### config.mk
export PLATFORM = sky130hd
export DESIGN_NAME = pc_tx_arbiter_flat
export DESIGN_NICKNAME = d
export VERILOG_FILES = /design/src/rtl/pc_tx_arbiter_if.sv /design/src/rtl/pc_tx_arbiter.sv /design/src/flat_wrapper.sv
export SDC_FILE = /design/constraint.sdc
export NUM_CORES = 1
export LEC_CHECK = 0
export BUFFER_PORTS_ARGS = -buffer_cell sky130_fd_sc_hd__buf_2
export CORE_MARGIN = 8
export CORE_UTILIZATION = 47
export CTS_CLUSTER_DIAMETER = 80
export DETAILED_ROUTE_END_ITERATION = 10
export GPL_TIMING_DRIVEN = 0
export PLACE_DENSITY = 0.89
export RECOVER_POWER = 100
export SLEW_MARGIN = 20
export SYNTH_ARGS = -nofsm -noshare
export SYNTH_HDL_FRONTEND = slang
export SYNTH_SLANG_ARGS = --single-unit
### constraint.sdc
create_clock -name i_clock -period 8.9 [get_ports i_clock]
set_clock_uncertainty 0.1 [all_clocks]
set_input_delay 1.78 -clock i_clock [delete_from_list [all_inputs] [get_ports i_clock]]
set_output_delay 1.78 -clock i_clock [all_outputs]
set_load 0.05 [all_outputs]
### src/rtl/pc_tx_arbiter_if.sv
// Bus bundle between the upstream word sources, the arbiter and the PC TX FIFO write port.
// The master modport is the arbiter's view; the slave modport is the producer/FIFO side.
interface pc_tx_arbiter_if #(
    parameter int NUM_REQ = 4,
    parameter int ID_W    = 3
);
    logic [NUM_REQ-1:0]    i_req;
    logic [NUM_REQ*32-1:0] i_req_word;
    logic [NUM_REQ-1:0]    o_ack;
    logic [31:0]           o_fifo_word_data;
    logic                  o_fifo_wr;
    logic                  i_fifo_full;
    logic [ID_W-1:0]       o_grant_id;
    logic                  o_busy;

    modport master (
        input  i_req,
        input  i_req_word,
        input  i_fifo_full,
        output o_ack,
        output o_fifo_word_data,
        output o_fifo_wr,
        output o_grant_id,
        output o_busy
    );

    modport slave (
        output i_req,
        output i_req_word,
        output i_fifo_full,
        input  o_ack,
        input  o_fifo_word_data,
        input  o_fifo_wr,
        input  o_grant_id,
        input  o_busy
    );
endinterface

### src/rtl/pc_tx_arbiter.sv
// Round-robin arbiter feeding the PC TX word FIFO: one word per two cycles, bursts of up to MAX_BURST.
// Optional header word per new grant when PC_TX_ARB_HDR_EN is defined.
module pc_tx_arbiter #(
    parameter int NUM_REQ   = 4,
    parameter int MAX_BURST = 4,
    parameter int ID_W      = 3
) (
    input  logic           i_clock,
    input  logic           i_reset_n,
    pc_tx_arbiter_if.master bus
);

    typedef enum logic [1:0] {
        IDLE = 2'd0,
        SEND = 2'd1,
        GAP  = 2'd2
    } state_t;

    state_t             state_q, state_d;
    logic [31:0]        data_q, data_d;
    logic [NUM_REQ-1:0] ack_q, ack_d;
    logic               wr_q, wr_d;
    logic [ID_W-1:0]    grant_q, grant_d;
    logic [ID_W-1:0]    last_q, last_d;
    logic [7:0]         cnt_q, cnt_d;
`ifdef PC_TX_ARB_HDR_EN
    logic               hdr_pend_q, hdr_pend_d;
`endif

    logic [31:0]        word_s [NUM_REQ];
    logic [ID_W-1:0]    cand_s [NUM_REQ];
    logic [NUM_REQ-1:0] hit_s;
    logic               arb_found;
    logic [ID_W-1:0]    arb_idx;
    logic [31:0]        arb_word;
    logic [31:0]        cont_word;
    logic               cont_req;
    logic               new_grant;
    logic               cont_grant;

    // cand_s[gi] is the requester index at search offset gi+1 from the last grant
    for (genvar gi = 0; gi < NUM_REQ; gi++) begin : g_req
        logic [ID_W:0] sum_s;
        assign word_s[gi] = bus.i_req_word[32*gi +: 32];
        assign sum_s      = {1'b0, last_q} + (ID_W+1)'(gi + 1);
        assign cand_s[gi] = (sum_s >= (ID_W+1)'(NUM_REQ)) ? ID_W'(sum_s - (ID_W+1)'(NUM_REQ))
                                                          : sum_s[ID_W-1:0];
        assign hit_s[gi]  = |(bus.i_req & (NUM_REQ'(1) << cand_s[gi]));
    end

    always_comb begin
        arb_found = 1'b0;
        arb_idx   = '0;
        for (int i = NUM_REQ - 1; i >= 0; i--) begin
            if (hit_s[i]) begin
                arb_found = 1'b1;
                arb_idx   = cand_s[i];
            end
        end
    end

    always_comb begin
        arb_word  = '0;
        cont_word = '0;
        for (int i = 0; i < NUM_REQ; i++) begin
            if (arb_idx == ID_W'(i)) arb_word = word_s[i];
            if (grant_q == ID_W'(i)) cont_word = word_s[i];
        end
    end

    assign cont_req = |(bus.i_req & (NUM_REQ'(1) << grant_q));

    // Full and requests are only looked at in IDLE/GAP, so a committed SEND always completes
    always_comb begin
        state_d    = state_q;
        data_d     = data_q;
        ack_d      = '0;
        wr_d       = 1'b0;
        grant_d    = grant_q;
        last_d     = last_q;
        cnt_d      = cnt_q;
        new_grant  = 1'b0;
        cont_grant = 1'b0;
`ifdef PC_TX_ARB_HDR_EN
        hdr_pend_d = hdr_pend_q;
`endif
        unique case (state_q)
            IDLE: begin
                if (!bus.i_fifo_full && arb_found) new_grant = 1'b1;
            end
            SEND: begin
                state_d = GAP;
            end
            GAP: begin
`ifdef PC_TX_ARB_HDR_EN
                if (hdr_pend_q) begin
                    if (bus.i_fifo_full) begin
                        state_d = GAP;
                    end else if (cont_req) begin
                        cont_grant = 1'b1;
                    end else begin
                        hdr_pend_d = 1'b0;
                        if (arb_found) new_grant = 1'b1;
                        else           state_d = IDLE;
                    end
                end else
`endif
                if (cont_req && !bus.i_fifo_full && (cnt_q < 8'(MAX_BURST))) begin
                    cont_grant = 1'b1;
                end else if (!bus.i_fifo_full && arb_found) begin
                    new_grant = 1'b1;
                end else begin
                    state_d = IDLE;
                end
            end
            default: begin
                state_d = IDLE;
            end
        endcase

        if (new_grant) begin
            state_d = SEND;
            wr_d    = 1'b1;
            grant_d = arb_idx;
            last_d  = arb_idx;
`ifdef PC_TX_ARB_HDR_EN
            data_d     = 32'hA500_0000 | (32'(arb_idx) << 16);
            cnt_d      = 8'd0;
            hdr_pend_d = 1'b1;
`else
            data_d  = arb_word;
            ack_d   = NUM_REQ'(1) << arb_idx;
            cnt_d   = 8'd1;
`endif
        end

        if (cont_grant) begin
            state_d = SEND;
            wr_d    = 1'b1;
            data_d  = cont_word;
            ack_d   = NUM_REQ'(1) << grant_q;
`ifdef PC_TX_ARB_HDR_EN
            cnt_d      = hdr_pend_q ? 8'd1 : cnt_q + 8'd1;
            hdr_pend_d = 1'b0;
`else
            cnt_d   = cnt_q + 8'd1;
`endif
        end
    end

    // last_q starts at NUM_REQ-1 so the first search begins at requester 0
    always_ff @(posedge i_clock or negedge i_reset_n) begin
        if (!i_reset_n) begin
            state_q    <= IDLE;
            data_q     <= '0;
            ack_q      <= '0;
            wr_q       <= 1'b0;
            grant_q    <= '0;
            last_q     <= ID_W'(NUM_REQ - 1);
            cnt_q      <= '0;
`ifdef PC_TX_ARB_HDR_EN
            hdr_pend_q <= 1'b0;
`endif
        end else begin
            state_q    <= state_d;
            data_q     <= data_d;
            ack_q      <= ack_d;
            wr_q       <= wr_d;
            grant_q    <= grant_d;
            last_q     <= last_d;
            cnt_q      <= cnt_d;
`ifdef PC_TX_ARB_HDR_EN
            hdr_pend_q <= hdr_pend_d;
`endif
        end
    end

    assign bus.o_ack            = ack_q;
    assign bus.o_fifo_wr        = wr_q;
    assign bus.o_fifo_word_data = data_q;
    assign bus.o_grant_id       = grant_q;
    assign bus.o_busy           = (state_q != IDLE);

endmodule
### src/flat_wrapper.sv
// flat-port wrapper written by rule: the top's interface ports become plain ports
module pc_tx_arbiter_flat 
#(
    parameter int NUM_REQ   = 4,
    parameter int MAX_BURST = 4,
    parameter int ID_W      = 3
)
  (i_clock, i_reset_n, bus_i_req, bus_i_req_word, bus_i_fifo_full, bus_o_ack, bus_o_fifo_word_data, bus_o_fifo_wr, bus_o_grant_id, bus_o_busy);
  pc_tx_arbiter_if #(.NUM_REQ(NUM_REQ), .ID_W(ID_W)) bus_i ();
  input  logic i_clock;
  input  logic i_reset_n;
  input wire logic [$bits(bus_i.i_req)-1:0] bus_i_req;
  input wire logic [$bits(bus_i.i_req_word)-1:0] bus_i_req_word;
  input wire logic [$bits(bus_i.i_fifo_full)-1:0] bus_i_fifo_full;
  output wire logic [$bits(bus_i.o_ack)-1:0] bus_o_ack;
  output wire logic [$bits(bus_i.o_fifo_word_data)-1:0] bus_o_fifo_word_data;
  output wire logic [$bits(bus_i.o_fifo_wr)-1:0] bus_o_fifo_wr;
  output wire logic [$bits(bus_i.o_grant_id)-1:0] bus_o_grant_id;
  output wire logic [$bits(bus_i.o_busy)-1:0] bus_o_busy;
  assign bus_i.i_req = bus_i_req;
  assign bus_i.i_req_word = bus_i_req_word;
  assign bus_i.i_fifo_full = bus_i_fifo_full;
  assign bus_o_ack = bus_i.o_ack;
  assign bus_o_fifo_word_data = bus_i.o_fifo_word_data;
  assign bus_o_fifo_wr = bus_i.o_fifo_wr;
  assign bus_o_grant_id = bus_i.o_grant_id;
  assign bus_o_busy = bus_i.o_busy;
  pc_tx_arbiter #(.NUM_REQ(NUM_REQ), .MAX_BURST(MAX_BURST), .ID_W(ID_W)) u_core (.i_clock(i_clock), .i_reset_n(i_reset_n), .bus(bus_i));
endmodule
# Yosys cells after proc, flatten, opt, wreduce, memory -nomap -nowiden
# Cells that the tools add are included.
# Widths: inputs -> output; s select.
# op_classes
add_sub_neg	9
multipliers	0
div	0
n_lt_le_gt_ge	5
n_eq_ne	11
shift	6
mux	38
bitwise	5
reduce_logical	15
# op_table
operator	n
$mux 32	10
$mux 3	8
$shl 1x3->4 const A	6
$and 4x4->4	5
$reduce_or 4->1	5
$ge 4x3->1 const B	4
$mux 8	2
$eq 3x2->1 const B	4
$sub 3x3->3 const B	4
$mux 1	10
$add 3x2->4 const B	2
$add 8x1->8 const B	1
$lt 8x3->1 const B	1
$mux 2	4
$mux 4	2
$ne 4x2->1 const B	2
$eq 3x1->1 const B	2
$logic_not 3->1	2
$pmux 2 s3	1
$add 3x1->4 const B	1
$add 3x3->4 const B	1
$reduce_bool 2->1	2
$logic_and 1x1->1	3
$ne 3x1->1 const B	1
other kinds (6)	6
# totals
reg_bits	53
latch_bits	0
ramBits	0
mem_bits_ro	0
memories	0

# Longest topological paths before layout
# Gate-level depths: netlist of run 1.
# logic_depth
depth_word	17
mapped_depth	12
mapped_depth_nobuf	10

# Worst setup path after synthesis of run 1
# OpenSTA, ideal clock, no wires.
# synth_timing
path_type	input port to flip-flop
startpoint	in bus_i_req[0]
endpoint	reg u_core.ack_q[2], in the netlist u_core.bus.o_ack[2]
setup_time_ps	122
t_arrival_ps	3395
path_slack_ps	5283
stages	8
n_path_buf	2
cell_sequence	a22o_1 > a21boi_4 > o211ai_4 > o32a_1 > and2_1 > buf_2 > buf_6 > a32o_1
# synth_between
elab_chain_len	12
# synth_lines
element	line	text
from (decl)	flat_wrapper.sv:12	input wire logic [$bits(bus_i.i_req)-1:0] bus_i_req;
$and 4x4->4	pc_tx_arbiter.sv:48	assign hit_s[gi] = |(bus.i_req & (NUM_REQ'(1) << cand_s[gi]));
$reduce_or 4->1	pc_tx_arbiter.sv:48	
$mux 1 (4 in a row)	pc_tx_arbiter.sv:55	if (hit_s[i]) begin
$logic_and 1x1->1	pc_tx_arbiter.sv:89, pc_tx_arbiter.sv:110	
$mux 1	pc_tx_arbiter.sv:89, pc_tx_arbiter.sv:110	
$mux 1	pc_tx_arbiter.sv:108	if (cont_req && !bus.i_fifo_full && (cnt_q < 8'(MAX_BURST))) begin
$pmux 1 s2	pc_tx_arbiter.sv:87	unique case (state_q)
$mux 4	pc_tx_arbiter.sv:121	if (new_grant) begin
$mux 4 (*)	pc_tx_arbiter.sv:137	if (cont_grant) begin
named net u_core.ack_d[2]	pc_tx_arbiter.sv:21	logic [NUM_REQ-1:0] ack_q, ack_d;
to (signal assigned)	pc_tx_arbiter.sv:167	ack_q <= ack_d;
to (decl)	pc_tx_arbiter.sv:21	
# The timed path passes the listed nets; every way through them passes the cells marked *.
# A chain may end at the register's enable or synchronous reset.

# Worst setup path after layout of run 1
# layout_timing
startpoint	in bus_i_req[3]
endpoint	reg u_core.data_q[11], in the netlist u_core.bus.o_fifo_word_data[11]
# layout_between
elab_chain_len	13
# layout_lines
element	line	text
$and 4x4->4	pc_tx_arbiter.sv:48	
$reduce_or 4->1	pc_tx_arbiter.sv:48	
$mux 3 (4 in a row)	pc_tx_arbiter.sv:55	
$logic_not 3->1	pc_tx_arbiter.sv:66	if (arb_idx == ID_W'(i)) arb_word = word_s[i];
$mux 32 (4 in a row)	pc_tx_arbiter.sv:66	
$mux 32	pc_tx_arbiter.sv:121	
$mux 32	pc_tx_arbiter.sv:137	
to (signal assigned)	pc_tx_arbiter.sv:166	data_q <= data_d;
to (decl)	pc_tx_arbiter.sv:20	logic [31:0] data_q, data_d;
# Several ways; a longest one is shown, not always the timed one. The select of a mux whose other input is x is not followed.

==> run_results.csv, run 1 <==
group,metric,value,unit
final_layout,fin_nets,805,
cts,cts_inserted_buffers,5,
power_and_ir_drop,powerDensity,93.6,nW/um^2
cts,postCtsHoldBufs,0,
timing,setup_viol,0,
critical_path,end_kind,"flip-flop",
logic_synthesis,yosysUniqueCellTypes,52,
logic_synthesis,yosys_warnings,0,
critical_path,path_max_fanout,10,
timing,fin_crit,5.04,ns
logic_synthesis,synth_seq_cells,52,
critical_path,crit_arrival,5.15,ns
critical_path,slowest_delay,0.87,ns
timing,rsz0062_at_grt,"false",
floorplan,num_io_pins,176,
logic_synthesis,synth-edff-count,0,
logic_synthesis,synth.area.top_cells,"dfrtp_1 (30%), mux2_2 (8.7%), a221oi_1 (6.8%)",
grt,grt_util_all_layers,26.4,%
cts,htreeDepth,2,
status,violations,"capacitance limit, slew limit",
detailed_routing,routed_wl,16700,um
logic_synthesis,syn_avg_cell_area,8.59,um^2
grt,gr-total-overflow,0,
job,drv_cap,1,
cts,cts.sinks,52,
final_layout,final_cells,773,
critical_path,crit_chain,"clkbuf_1 -> a22oi_1 -> a21boi_0 -> o211ai_1 -> a21oi_1 -> o211ai_1 -> clkbuf_1 -> o221ai_1 -> o21ai_0",
logic_synthesis,synth_top_area_share,30.3,%
cts,cts_tree,"done",
grt,grt_pass1_wl,25600,um
power_and_ir_drop,finalPower,481,uW
cts,post_cts_buffers,0,
timing,slew_violations,53,
detailed_routing,wl_per_cell,21.6,um
critical_path,cp_slowest_cell,"a21boi_0",
grt,grt_max_degree,53,
timing,max_freq,198,MHz
timing,worstMarginPinSlew,2.92,ns
placed_design,dp_hpwl,12200,um
timing,finalCritPeriodShare,56.6,%
placed_design,place.gp.congestion,0.862,
timing,max_slew_margin,-94.4,%
placed_design,port_buffers,175,
timing,hold_violations,0,
floorplan,dieArea,12000,um^2
logic_synthesis,syn_area,4130,um^2
cts,ctsResizeCount,0,
final_layout,final_cell_mix,"buf_2 (146), clkbuf_1 (76), dfrtp_1 (50), nor2_1 (46), a21oi_1 (41)",
logic_synthesis,synth_top_area_cell,"dfrtp_1",
power_and_ir_drop,p_leak,2.22,nW
logic_synthesis,syn_nets,623,
critical_path,cp.required,9.01,ns
power_and_ir_drop,peakVddDrop,58.6,uV
critical_path,critical_path_class,"in -> reg",
cts,clock_latency,0.32,ns
logic_synthesis,yosysSeqAreaShare,31.6,%
detailed_routing,vias,5152,
logic_synthesis,async_flop_share,100,%
floorplan,core_area,8640,um^2
detailed_routing,postRouteAntennaNets,0,
logic_synthesis,synth_ff_type,"dfrtp_1",
grt,antenna_found_initial,1,
cts,clockBufferDepth,2,
placed_design,post-place-cells,763,
cts,cts_root_buffer,"clkbuf_8",
floorplan,die_y,110,um
detailed_routing,viasPerCell,6.66,
detailed_routing,drt_iter0_drc,633,
logic_synthesis,synthCells,480,
placed_design,place_area,5140,um^2
status,status,"finished, violations left",
grt,grt_pass1_vias,5153,
critical_path,start_kind,"primary input",
final_layout,final_common_cell,"buf_2",
timing,fin_setup_tns,0,ns
cts,path_clk_slew,0.10,ns
final_layout,design_area,5140,um^2
detailed_routing,drc,0,
floorplan,start_util,47.8,%
final_layout,area_growth_syn_to_layout,24.7,%
detailed_routing,drtPass1Iterations,6,
floorplan,die_width,110,um
worst_hold_path,hp-class,"reg -> reg",
final_layout,drive_gt1_share,29.9,%
floorplan,rows,34,
-- worst paths after layout --
kind	startpoint	end	slack, ns	depth (start not counted)
max	bus_i_req[3]	u_core.bus.o_fifo_word_data[11]	3.86	9
min	u_core.state_q[1]	u_core.state_q[1]	0.35	1
max reg2reg	u_core.last_q[1]	u_core.bus.o_fifo_word_data[11]	4.27	11
min reg2reg	u_core.state_q[1]	u_core.state_q[1]	0.35	1
max in group asynchronous	i_reset_n	u_core.cnt_q[6]	4.77	1
min in group asynchronous	i_reset_n	u_core.bus.o_fifo_word_data[0]	2.28	1
-- report_power, final --
part | switching (mW) | leakage (nW) | internal, mW
registers | 0 | 0.715 | 0.236
logic | 0.0336 | 1.45 | 0.0371
clock network | 0.0910 | 0.0542 | 0.0835
-- worst max-delay path, delay by kind of cell --
family	cells	cell delay (ns)
buffers and inverters	2	0.52
AO/OA/AOI/OAI	7	2.84
-- sequential cells by signal, indices dropped and copies added, names as in the netlist --
| name | flops |
|---|---|
| u_core.state_q | 2 |
| u_core.bus.o_grant_id | 2 |
| u_core.bus.o_ack | 4 |
| u_core.bus.o_fifo_word_data | 32 |
| u_core.bus.o_fifo_wr | 1 |
| u_core.last_q | 3 |
| u_core.cnt_q | 8 |
-- metal layers --
layer | up-vias | share of wire (%) | track usage (%)
met1 | 2407 | 38 | 33.8
met2 | 444 | 47 | 41.8
met4 | 2 | 3.1 | 10.6
li1 | 2236 | - | -
met5 | - | 0.078 | 0
met3 | 63 | 12 | 6.27
-- logic make-up after synthesis --
family                     count (synthesis)  share of synthesized area, %
AOI/OAI and AO/OA                        197                          33.8
muxes                                     33                          9.28
DFF                                       52                          31.6
adders and majority gates                  8                          2.43
and+or+nand+nor                          135                          17.0
buffers and inverters                     55                          5.82
-- layout make-up --
| class | instances | area [um^2] |
|---|---|---|
| clock buffer | 5 | 68.8 |
| multi-input combinational | 373 | 2540 |
| buffer | 48 | 199 |
| antenna | 2 | 5.00 |
| clock inverter | 3 | 42.5 |
| timing repair buffer | 175 | 822 |
| inverter | 7 | 26.3 |
| tap | 108 | 135 |
| sequential | 52 | 1300 |
| fill | 768 | 3490 |
-- cell usage after synthesis, drive strengths merged, types with 7 or more instances --
master  number
buf         21
clkbuf      27
o21ai       35
inv          7
a221oi      32
o221ai      32
nor3        33
dfrtp       50
mux2        32
a21oi       41
ha           8
nor2        46
o22ai       35
and2        36
-- through the flow --
step	hold slack [ns]	util, %	worst slack, ns
finish	0.348	59.6	3.86
global route	0.370	59.5	3.70
detailed placement	0.330	59.5	4.65
floorplan	0.308	-	5.28
CTS	0.344	60.8	4.98
global placement	0.325	59.5	4.77
(Power assumes the default switching activity.)
==> run 2, diff against run 1 <==
- CORE_UTILIZATION: 47 -> 44
- PLACE_DENSITY: 0.89 -> 0.88
- clock period: 8.9 -> 4.4 ns (I/O delays scaled with it)
==> run 2 against run 1 <==
The run still ends with capacitance limit, slew limit left. Critical path depth grew 3. Highest routed layer unchanged. Global-route usage shrank 1.7 points. Utilization shrank 3.0 points. Hold slack gained 0.015 ns. Flip-flop and latch count is the same. Combinational power grew 100%. Die area grew 5.8%. Via count shrank 2.5%. Clock power grew 98%. Sequential power grew 100%.
==> run_results.csv, run 2 (synthesis results as in run 1) <==
group,metric,value,unit
status,status,"finished, violations left",
status,violations,"capacitance limit, slew limit",
cts,cts_inserted_buffers,5,
grt,grt_max_degree,53,
power_and_ir_drop,switching_power,244,uW
job,drv_cap,1,
detailed_routing,postRouteAntennaNets,0,
worst_hold_path,whs_path_depth,1,
floorplan,dieArea,12700,um^2
final_layout,final_common_cell,"buf_2",
timing,setup_ws,0.554,ns
critical_path,crit_arrival,3.99,ns
power_and_ir_drop,clkPwrFrac,35.8,%
timing,fin_crit,3.85,ns
placed_design,dp_hpwl,12200,um
power_and_ir_drop,p_leak,2.23,nW
critical_path,path_max_fanout,10,
floorplan,die_y,113,um
critical_path,critical_path_class,"reg -> reg",
detailed_routing,viasPerCell,6.48,
cts,cts_root_buffer,"clkbuf_8",
final_layout,drive_gt1_share,30.5,%
floorplan,die_width,113,um
detailed_routing,vias,5025,
timing,fin_setup_tns,0,ns
worst_hold_path,worstHoldEndpoint,"u_core.state_q[1]",
power_and_ir_drop,p_seq_share,49.5,%
power_and_ir_drop,swShare,25.3,%
detailed_routing,drc,0,
timing,hold_violations,0,
critical_path,end_kind,"flip-flop",
cts,post_cts_buffers,0,
placed_design,dp_slack,0.899,ns
worst_hold_path,hp-class,"reg -> reg",
timing,max_slew_margin,-94.2,%
placed_design,place.gp.congestion,0.882,
cts,htreeDepth,2,
cts,path_clk_slew,0.11,ns
cts,cts_tree,"done",
grt,grt_util_all_layers,24.7,%
grt,grt_pass1_vias,5422,
timing,worstMarginPinSlew,2.91,ns
final_layout,ff_latch_area,1300,um^2
power_and_ir_drop,powerDensity,186,nW/um^2
placed_design,port_buffers,175,
final_layout,fill_cells,865,
timing,finalCritPeriodShare,87.4,%
critical_path,start_kind,"flip-flop",
cts,ctsResizeCount,0,
cts,cts.sinks,52,
timing,setup_viol,0,
detailed_routing,wl_per_cell,21.1,um
floorplan,start_util,45.1,%
critical_path,r2r-start,"u_core.last_q[1]",
detailed_routing,drtPass1Iterations,5,
critical_path,cp.required,4.54,ns
detailed_routing,routed_wl,16400,um
final_layout,final_cell_mix,"buf_2 (147), clkbuf_1 (75), dfrtp_1 (50), nor2_1 (46), a21oi_1 (40)",
worst_hold_path,min_from,"u_core.state_q[1]",
critical_path,rr_worst_depth,12,
timing,max_freq,260,MHz
power_and_ir_drop,p_int,722,uW
grt,grt_pass1_wl,26000,um
final_layout,largest_reg_flops,32,
power_and_ir_drop,peakVddDrop,128,uV
floorplan,num_io_pins,176,
floorplan,core_area,9150,um^2
final_layout,fin_nets,805,
cts,clock_latency,0.32,ns
critical_path,timing.reg2reg.setup_slack,0.55,ns
grt,antenna_found_initial,4,
critical_path,rr_endpoint,"u_core.bus.o_fifo_word_data[13]",
timing,slew_violations,53,
final_layout,area_growth_syn_to_layout,25.6,%
grt,gr-total-overflow,0,
floorplan,rows,35,
detailed_routing,drt_iter0_drc,468,
cts,clockBufferDepth,2,
timing,rsz0062_at_grt,"false",
power_and_ir_drop,comb_power_share,14.7,%
final_layout,multi_input_area,2570,um^2
cts,postCtsHoldBufs,0,
## run 2: how the worst max path moves through the flow
stage / to / depth (start not counted) / start / slack (ns)
after floorplan: u_core.bus.o_ack[2] / 10 / u_core.last_q[2] / 1.48
after global placement: u_core.bus.o_fifo_word_data[9] / 11 / u_core.last_q[1] / 1.05
after detailed placement: u_core.bus.o_fifo_word_data[5] / 11 / u_core.last_q[1] / 0.90
after CTS: u_core.bus.o_fifo_word_data[5] / 11 / u_core.last_q[1] / 0.89
after global routing: u_core.bus.o_fifo_word_data[10] / 12 / u_core.last_q[1] / 0.31
final: u_core.bus.o_fifo_word_data[13] / 12 / u_core.last_q[1] / 0.55
## run 2: power by group through the flow
stage	Clock, mW	Combinational [mW]	Sequential, mW
final	0.346	0.142	0.478
after global routing	0.359	0.154	0.478
after CTS	0.345	0.140	0.478
after detailed placement	0	0.140	0.487
after global placement	0	0.133	0.487
after floorplan	0	0.0463	0.487
## run 2: layout make-up
| type | instances | area share (%) |
|---|---|---|
| sequential | 52 | 25.2 |
| tap | 111 | 2.68 |
| clock buffer | 5 | 1.33 |
| buffer | 48 | 3.86 |
| clock inverter | 3 | 0.821 |
| antenna | 2 | 0.0966 |
| timing repair buffer | 175 | 15.9 |
| multi-input combinational | 373 | 49.7 |
| inverter | 7 | 0.507 |
## run 2: worst max-delay path, stage by stage, from the launching register on
cell	delay, ns
dfstp_1	0.59
clkbuf_1	0.34
inv_1	0.18
ha_1	0.27
a22oi_1	0.26
a21boi_4	0.34
o211ai_4	0.15
or2_1	0.25
buf_2	0.17
nand2_1	0.28
clkbuf_1	0.46
a221oi_1	0.17
o21ai_0	0.21
## run 2: per-layer routing
metal  vias up  global-route usage [%]  part of all wire [%]
met5         -                       0                  0.14
met4         4                    10.3                   2.1
met3        40                    6.82                    10
met2       362                    41.1                    47
met1      2385                    29.3                    40
li1       2234                       -                     -
## run 2: metrics by stage
stage               cell area (um^2)  hold WS (ns)  cells  util, %  power, mW
finish                          5180         0.363    776     56.6      0.965
global placement                5140         0.327    766     56.2      0.620
global route                    5180         0.391    776     56.6      0.990
CTS                             5250         0.362    774     57.4      0.963
floorplan                       4130         0.308    480        -      0.533
detailed placement              5140         0.338    766     56.2      0.627
